**src/rtl/bsr_tap_pkg.sv**
```systemverilog
// Shared types and constants for the boundary-scan TAP controller.
package bsr_tap_pkg;

  // TAP states; encoding follows the customary 1149.1 state numbering.
  typedef enum logic [3:0] {
    StEx2Dr = 4'h0,
    StEx1Dr = 4'h1,
    StShDr  = 4'h2,
    StPaDr  = 4'h3,
    StSelIr = 4'h4,
    StUpdDr = 4'h5,
    StCapDr = 4'h6,
    StSelDr = 4'h7,
    StEx2Ir = 4'h8,
    StEx1Ir = 4'h9,
    StShIr  = 4'hA,
    StPaIr  = 4'hB,
    StRti   = 4'hC,
    StUpdIr = 4'hD,
    StCapIr = 4'hE,
    StTlr   = 4'hF
  } tap_state_t;

  localparam int unsigned DefIrWidth  = 4;
  localparam int unsigned DefOpExtest = 0;
  localparam int unsigned DefOpSample = 1;

  // IR capture pattern: ...0001, so the two LSBs read back as 2'b01.
  function automatic logic [31:0] ir_capture();
    return 32'h0000_0001;
  endfunction

endpackage

```
**src/rtl/bsr_tap_fsm.sv**
```systemverilog
// 16-state TAP state machine driven by tms, one transition per clk.
module bsr_tap_fsm
  import bsr_tap_pkg::*;
(
  input  logic       clk,
  input  logic       rst,
  input  logic       tms,
  output tap_state_t state
);

  tap_state_t state_q, state_d;

  // State register with synchronous reset into Test-Logic-Reset.
  always_ff @(posedge clk) begin
    if (rst) begin
      state_q <= StTlr;
    end else begin
      state_q <= state_d;
    end
  end

  // Next-state decode on tms.
  always_comb begin
    state_d = state_q;
    unique case (state_q)
      StTlr:   state_d = tms ? StTlr   : StRti;
      StRti:   state_d = tms ? StSelDr : StRti;
      StSelDr: state_d = tms ? StSelIr : StCapDr;
      StCapDr: state_d = tms ? StEx1Dr : StShDr;
      StShDr:  state_d = tms ? StEx1Dr : StShDr;
      StEx1Dr: state_d = tms ? StUpdDr : StPaDr;
      StPaDr:  state_d = tms ? StEx2Dr : StPaDr;
      StEx2Dr: state_d = tms ? StUpdDr : StShDr;
      StUpdDr: state_d = tms ? StSelDr : StRti;
      StSelIr: state_d = tms ? StTlr   : StCapIr;
      StCapIr: state_d = tms ? StEx1Ir : StShIr;
      StShIr:  state_d = tms ? StEx1Ir : StShIr;
      StEx1Ir: state_d = tms ? StUpdIr : StPaIr;
      StPaIr:  state_d = tms ? StEx2Ir : StPaIr;
      StEx2Ir: state_d = tms ? StUpdIr : StShIr;
      StUpdIr: state_d = tms ? StSelDr : StRti;
      default: state_d = StTlr;
    endcase
  end

  assign state = state_q;

endmodule

```
**src/rtl/bsr_tap_ctrl.sv**
```systemverilog
// TAP controller for a DW_bc_1 boundary-scan chain: IR, bypass, cell strobes, TDO.
module bsr_tap_ctrl
  import bsr_tap_pkg::*;
#(
  parameter int unsigned          IR_WIDTH  = DefIrWidth,
  parameter logic [IR_WIDTH-1:0]  OP_EXTEST = IR_WIDTH'(DefOpExtest),
  parameter logic [IR_WIDTH-1:0]  OP_SAMPLE = IR_WIDTH'(DefOpSample),
  parameter logic [IR_WIDTH-1:0]  OP_BYPASS = '1
) (
  input  logic clk,
  input  logic rst,
  input  logic tms,
  input  logic tdi,
  input  logic bsr_so,
  output logic bsr_si,
  output logic capture_en,
  output logic shift_dr,
  output logic update_en,
  output logic mode,
  output logic tdo,
  output logic tdo_oe,
  output logic tlr
);

  localparam logic [IR_WIDTH-1:0] IrCapture = IR_WIDTH'(ir_capture());

  tap_state_t state;

  logic [IR_WIDTH-1:0] ir_shift_q, ir_shift_d;
  logic [IR_WIDTH-1:0] ir_shadow_q, ir_shadow_d;
  logic                bypass_q, bypass_d;
  logic                tdo_q, tdo_d;
  logic                tdo_oe_q, tdo_oe_d;
  logic                bsr_sel;

  bsr_tap_fsm u_fsm (
    .clk   (clk),
    .rst   (rst),
    .tms   (tms),
    .state (state)
  );

  // Anything other than EXTEST/SAMPLE, including undefined codes, falls back to bypass.
  assign bsr_sel = (ir_shadow_q == OP_EXTEST) || (ir_shadow_q == OP_SAMPLE);

  // Next values for IR, bypass and the TDO pipeline stage.
  always_comb begin
    ir_shift_d  = ir_shift_q;
    ir_shadow_d = ir_shadow_q;
    bypass_d    = bypass_q;
    tdo_d       = tdo_q;
    tdo_oe_d    = 1'b0;
    case (state)
      StTlr:   ir_shadow_d = OP_BYPASS;
      StCapIr: ir_shift_d  = IrCapture;
      StShIr: begin
        ir_shift_d = {tdi, ir_shift_q[IR_WIDTH-1:1]};
        tdo_d      = ir_shift_q[0];
        tdo_oe_d   = 1'b1;
      end
      StUpdIr: ir_shadow_d = ir_shift_q;
      StCapDr: bypass_d    = 1'b0;
      StShDr: begin
        bypass_d = tdi;
        tdo_d    = bsr_sel ? bsr_so : bypass_q;
        tdo_oe_d = 1'b1;
      end
      default: ;
    endcase
  end

  // Registers; reset discards any partial IR shift.
  always_ff @(posedge clk) begin
    if (rst) begin
      ir_shift_q  <= '0;
      ir_shadow_q <= OP_BYPASS;
      bypass_q    <= 1'b0;
      tdo_q       <= 1'b0;
      tdo_oe_q    <= 1'b0;
    end else begin
      ir_shift_q  <= ir_shift_d;
      ir_shadow_q <= ir_shadow_d;
      bypass_q    <= bypass_d;
      tdo_q       <= tdo_d;
      tdo_oe_q    <= tdo_oe_d;
    end
  end

  // Moore decode of the cell strobes; tms never reaches these outputs.
  always_comb begin
    capture_en = 1'b1;
    shift_dr   = 1'b0;
    update_en  = 1'b0;
    if (bsr_sel) begin
      capture_en = (state != StCapDr);
      shift_dr   = (state == StShDr);
      update_en  = (state == StUpdDr);
    end
    mode = (ir_shadow_q == OP_EXTEST) && (state != StTlr);
  end

  assign bsr_si = tdi;
  assign tdo    = tdo_q;
  assign tdo_oe = tdo_oe_q;
  assign tlr    = (state == StTlr);

endmodule
```
**config.mk**
```make
export PLATFORM = sky130hd
export DESIGN_NAME = bsr_tap_ctrl
export DESIGN_NICKNAME = d
export VERILOG_FILES = /design/src/rtl/bsr_tap_pkg.sv /design/src/rtl/bsr_tap_fsm.sv /design/src/rtl/bsr_tap_ctrl.sv
export SDC_FILE = /design/constraint.sdc
export NUM_CORES = 1
export LEC_CHECK = 0
export BUFFER_PORTS_ARGS = -buffer_cell sky130_fd_sc_hd__buf_4
export CORE_MARGIN = 2
export CORE_UTILIZATION = 47
export CTS_CLUSTER_SIZE = 14
export DETAILED_ROUTE_END_ITERATION = 16
export PLACE_DENSITY = 0.72
export SETUP_SLACK_MARGIN = 0.4
export SKIP_LAST_GASP = 1
export SLEW_MARGIN = 20
export SYNTH_ARGS = -nofsm -noshare
export SYNTH_HDL_FRONTEND = slang
export SYNTH_SLANG_ARGS = --single-unit
```
**constraint.sdc**
```tcl
create_clock -name clk -period 1.3 [get_ports clk]
set_input_delay 0.26 -clock clk [delete_from_list [all_inputs] [get_ports clk]]
set_output_delay 0.26 -clock clk [all_outputs]
set_load 0.01 [all_outputs]
```
==> flow_summary.json <==
{
  "status": "finished with violations",
  "violations": "setup timing",
  "fp.coreArea_um2": 1470,
  "crit_required_ns": 1.04,
  "cp-start-kind": "flip-flop",
  "wl_per_cell_um": 16.7,
  "pre_cts_ws_ns": -0.0190,
  "setup_ws_ns": -0.398,
  "r2r-end": "u_fsm.state[0]",
  "cts_tree": "built",
  "synth_adder_area_share_pct": 0,
  "clock_latency_ns": 0.28,
  "synth_xor_area_share_pct": 0,
  "max_slew_margin_pct": 84.3,
  "synth.cell_area_um2": 727,
  "fp.dieH_um": 43.3,
  "synthSimpleGateAreaFrac_pct": 33.6,
  "drive_above_1_share_pct": 61.3,
  "hold_buffers": 0,
  "routed_wl_um": 2120,
  "syn2layout_area_growth_pct": 63.5,
  "drc": 0,
  "cts_buffer_depth": 2,
  "fp.dieW_um": 43.3,
  "grt_busiest_layer": "met2",
  "fin_area_um2": 1190,
  "gp_congestion": 0.751,
  "path_class": "reg2out",
  "rsz0062_at_grt": "true",
  "ant_nets": 0,
  "vias_per_cell": 5.86,
  "syn_inst": 84,
  "use_met2_pct": 40.3,
  "firstDrtPassIters": 4,
  "regToRegSetupSlack_ns": 0.01,
  "ys_ff_latch": 15,
  "holdPathEnd": "ir_shift_q[3]",
  "syn-num-nets": 89,
  "ys_types": 33,
  "synth-compound-area-share_pct": 18.2,
  "grt_max_degree": 17,
  "layout_worst_path_cycle_share_pct": 131,
  "ios": 13,
  "clk_pin_slew_ns": 0.09,
  "synth_top_family_by_area": "simple AND/OR/NAND/NOR gates",
  "overflow": 0,
  "r2r.worst_path.cells": 6,
  "rr_startpoint": "u_fsm.state[2]",
  "skew_ns": 0.00584,
  "tns_ns": -1.47,
  "setup_viol": 5,
  "vias": 744,
  "track_usage_pct": 22.8,
  "rows": 14,
  "avgSynthCellArea_um2": 8.65,
  "grt_antenna_before_repair": 0,
  "ys.warnings.count": 0,
  "htreeDepth": 1,
  "cts.sinks": 15,
  "antenna_cells": 0,
  "die-area_um2": 1880,
  "p_leak_nw": 0.466,
  "cp_max_fo": 5,
  "seq_area_frac_synth_pct": 41.3,
  "grt_pass1_wl_um": 3170,
  "worst_slew_pin_slew_ns": 0.233,
  "maxCapViolations": 0,
  "hold_depth": 2,
  "clockRootBuffer": "clkbuf_4",
  "grt.met1_usage_pct": 28.1,
  "grt_use_met3_pct": 2.50,
  "place_area_um2": 936,
  "numCtsBuffers": 3,
  "drt_first_iter_violations": 13,
  "endpoint_kind": "output port",
  "min-delay-start": "rst",
  "vdd_drop_max_mv": 0.798,
  "synthMuxAreaShare_pct": 2.75,
  "period_minus_slack_ns": 1.70,
  "max_freq_ghz": 0.589,
  "crit_arrival_ns": 1.44,
  "initial_core_util_pct": 49.4,
  "drv_slew": 0,
  "io_buffers": 12,
  "final-hold-violation-count": 0,
  "grt_pass1_vias": 698,
  "nets": 117,
  "post-dp-hpwl_um": 1100,
  "power.density_nw_per_um2": 1070,
  "hp-class": "in2reg"
}
[metal layers]
metal,part of all wire [%],routed length [um]
met5,0,0
met2,56,1200
met1,40,859
met3,2.7,58
met4,0.42,9
[metrics by stage]
| step | hold WS [ns] | power, mW | util [%] | cells |
|---|---|---|---|---|
| 5_1_grt | 0.265 | 1.33 | 80.8 | 127 |
| 6_report | 0.260 | 1.28 | 80.8 | 127 |
| 3_3_place_gp | 0.467 | 0.826 | 63.6 | 114 |
| 2_1_floorplan | 0.354 | 0.759 | - | 84 |
| 3_5_place_dp | 0.469 | 0.832 | 63.6 | 114 |
| 4_1_cts | 0.252 | 1.18 | 72.9 | 123 |
[layout make-up]
| cell class | count | area, um^2 |
|---|---|---|
| clock buffer | 4 | 26.3 |
| timing repair buffer | 29 | 279 |
| multi-input combinational | 63 | 549 |
| sequential | 15 | 314 |
| fill | 88 | 283 |
| tap | 16 | 20.0 |
[worst max path at each step]
stage                   startpoint    endpoint  cells past startpoint
floorplan           ir_shadow_q[3]  capture_en                      3
global placement    ir_shadow_q[3]  capture_en                      4
detailed placement  ir_shadow_q[3]  capture_en                      4
CTS                 ir_shadow_q[3]  capture_en                      4
global route        ir_shadow_q[2]  capture_en                      4
finish              ir_shadow_q[2]  capture_en                      4
[cells in the final DEF (no fill, tap or decap), types with 2 or more instances in the layout]
master	n
nand2_1	3
dfxtp_4	2
buf_4	16
nand3b_1	4
nand3_2	2
dfxtp_2	5
dfxtp_1	8
nor2_1	7
clkbuf_4	3
buf_6	11
a21oi_1	4
nor2_4	2
nor3_2	4
mux2i_1	2
nor3_4	3
o21bai_1	4
nand2_2	2
[cell families (layout without fill, tap and decap cells)]
| group | Yosys count | in the layout |
|---|---|---|
| simple gates | 44 | 44 |
| compound gates | 17 | 17 |
| flops | 15 | 15 |
| buf+inv | 6 | 33 |
| mux | 2 | 2 |
[timing repair]
| item | CTS | global route |
|---|---|---|
| pin swaps | 6 | 7 |
| buffers inserted | 5 | 4 |
| endpoints found under the setup margin | 22 | 22 |
| gates resized for setup | 20 | 20 |
[power by group]
part / total, mW / switching [mW] / leakage, nW / internal (mW)
combinational: 0.478 / 0.223 / 0.329 / 0.255
sequential: 0.531 / 0.0344 / 0.123 / 0.497
clock: 0.268 / 0.149 / 0.0150 / 0.119
[synthesized netlist by cell type, drive strengths merged]
| master | number | area, um^2 |
|---|---|---|
| a211o | 1 | 8.76 |
| a211oi | 1 | 12.5 |
| a21bo | 1 | 10.0 |
| a21oi | 5 | 25.0 |
| a221o | 1 | 10.0 |
| and2 | 1 | 6.26 |
| and2b | 1 | 7.51 |
| and3 | 1 | 6.26 |
| and3b | 1 | 8.76 |
| buf | 4 | 22.5 |
| clkbuf | 2 | 7.51 |
| dfxtp | 15 | 300 |
| mux2i | 2 | 20.0 |
| nand2 | 6 | 22.5 |
| nand2b | 1 | 6.26 |
| nand3 | 3 | 15.0 |
| nand3b | 4 | 30.0 |
| nand4b | 1 | 8.76 |
| nor2 | 9 | 33.8 |
| nor2b | 2 | 12.5 |
| nor3 | 8 | 40.0 |
| nor3b | 1 | 7.51 |
| nor4 | 1 | 6.26 |
| nor4b | 1 | 8.76 |
| o21ai | 2 | 10.0 |
| o21ba | 1 | 10.0 |
| o21bai | 4 | 30.0 |
| o41ai | 1 | 16.3 |
| or2 | 1 | 6.26 |
| or3 | 1 | 6.26 |
| or3b | 1 | 11.3 |
[critical path: stages, from the launching register on]
cell and delay, ns:
dfxtp_2 0.33, or3_4 0.42, nor2_1 0.10, nand4b_1 0.13, buf_4 0.18
[registers in the layout, summed over array words and instances (netlist names)]
register,count
ir_shadow_q,4
ir_shift_q,4
u_fsm.state,4
bypass_q,1
tdo,1
tdo_oe,1
(Power assumes the default switching activity.)
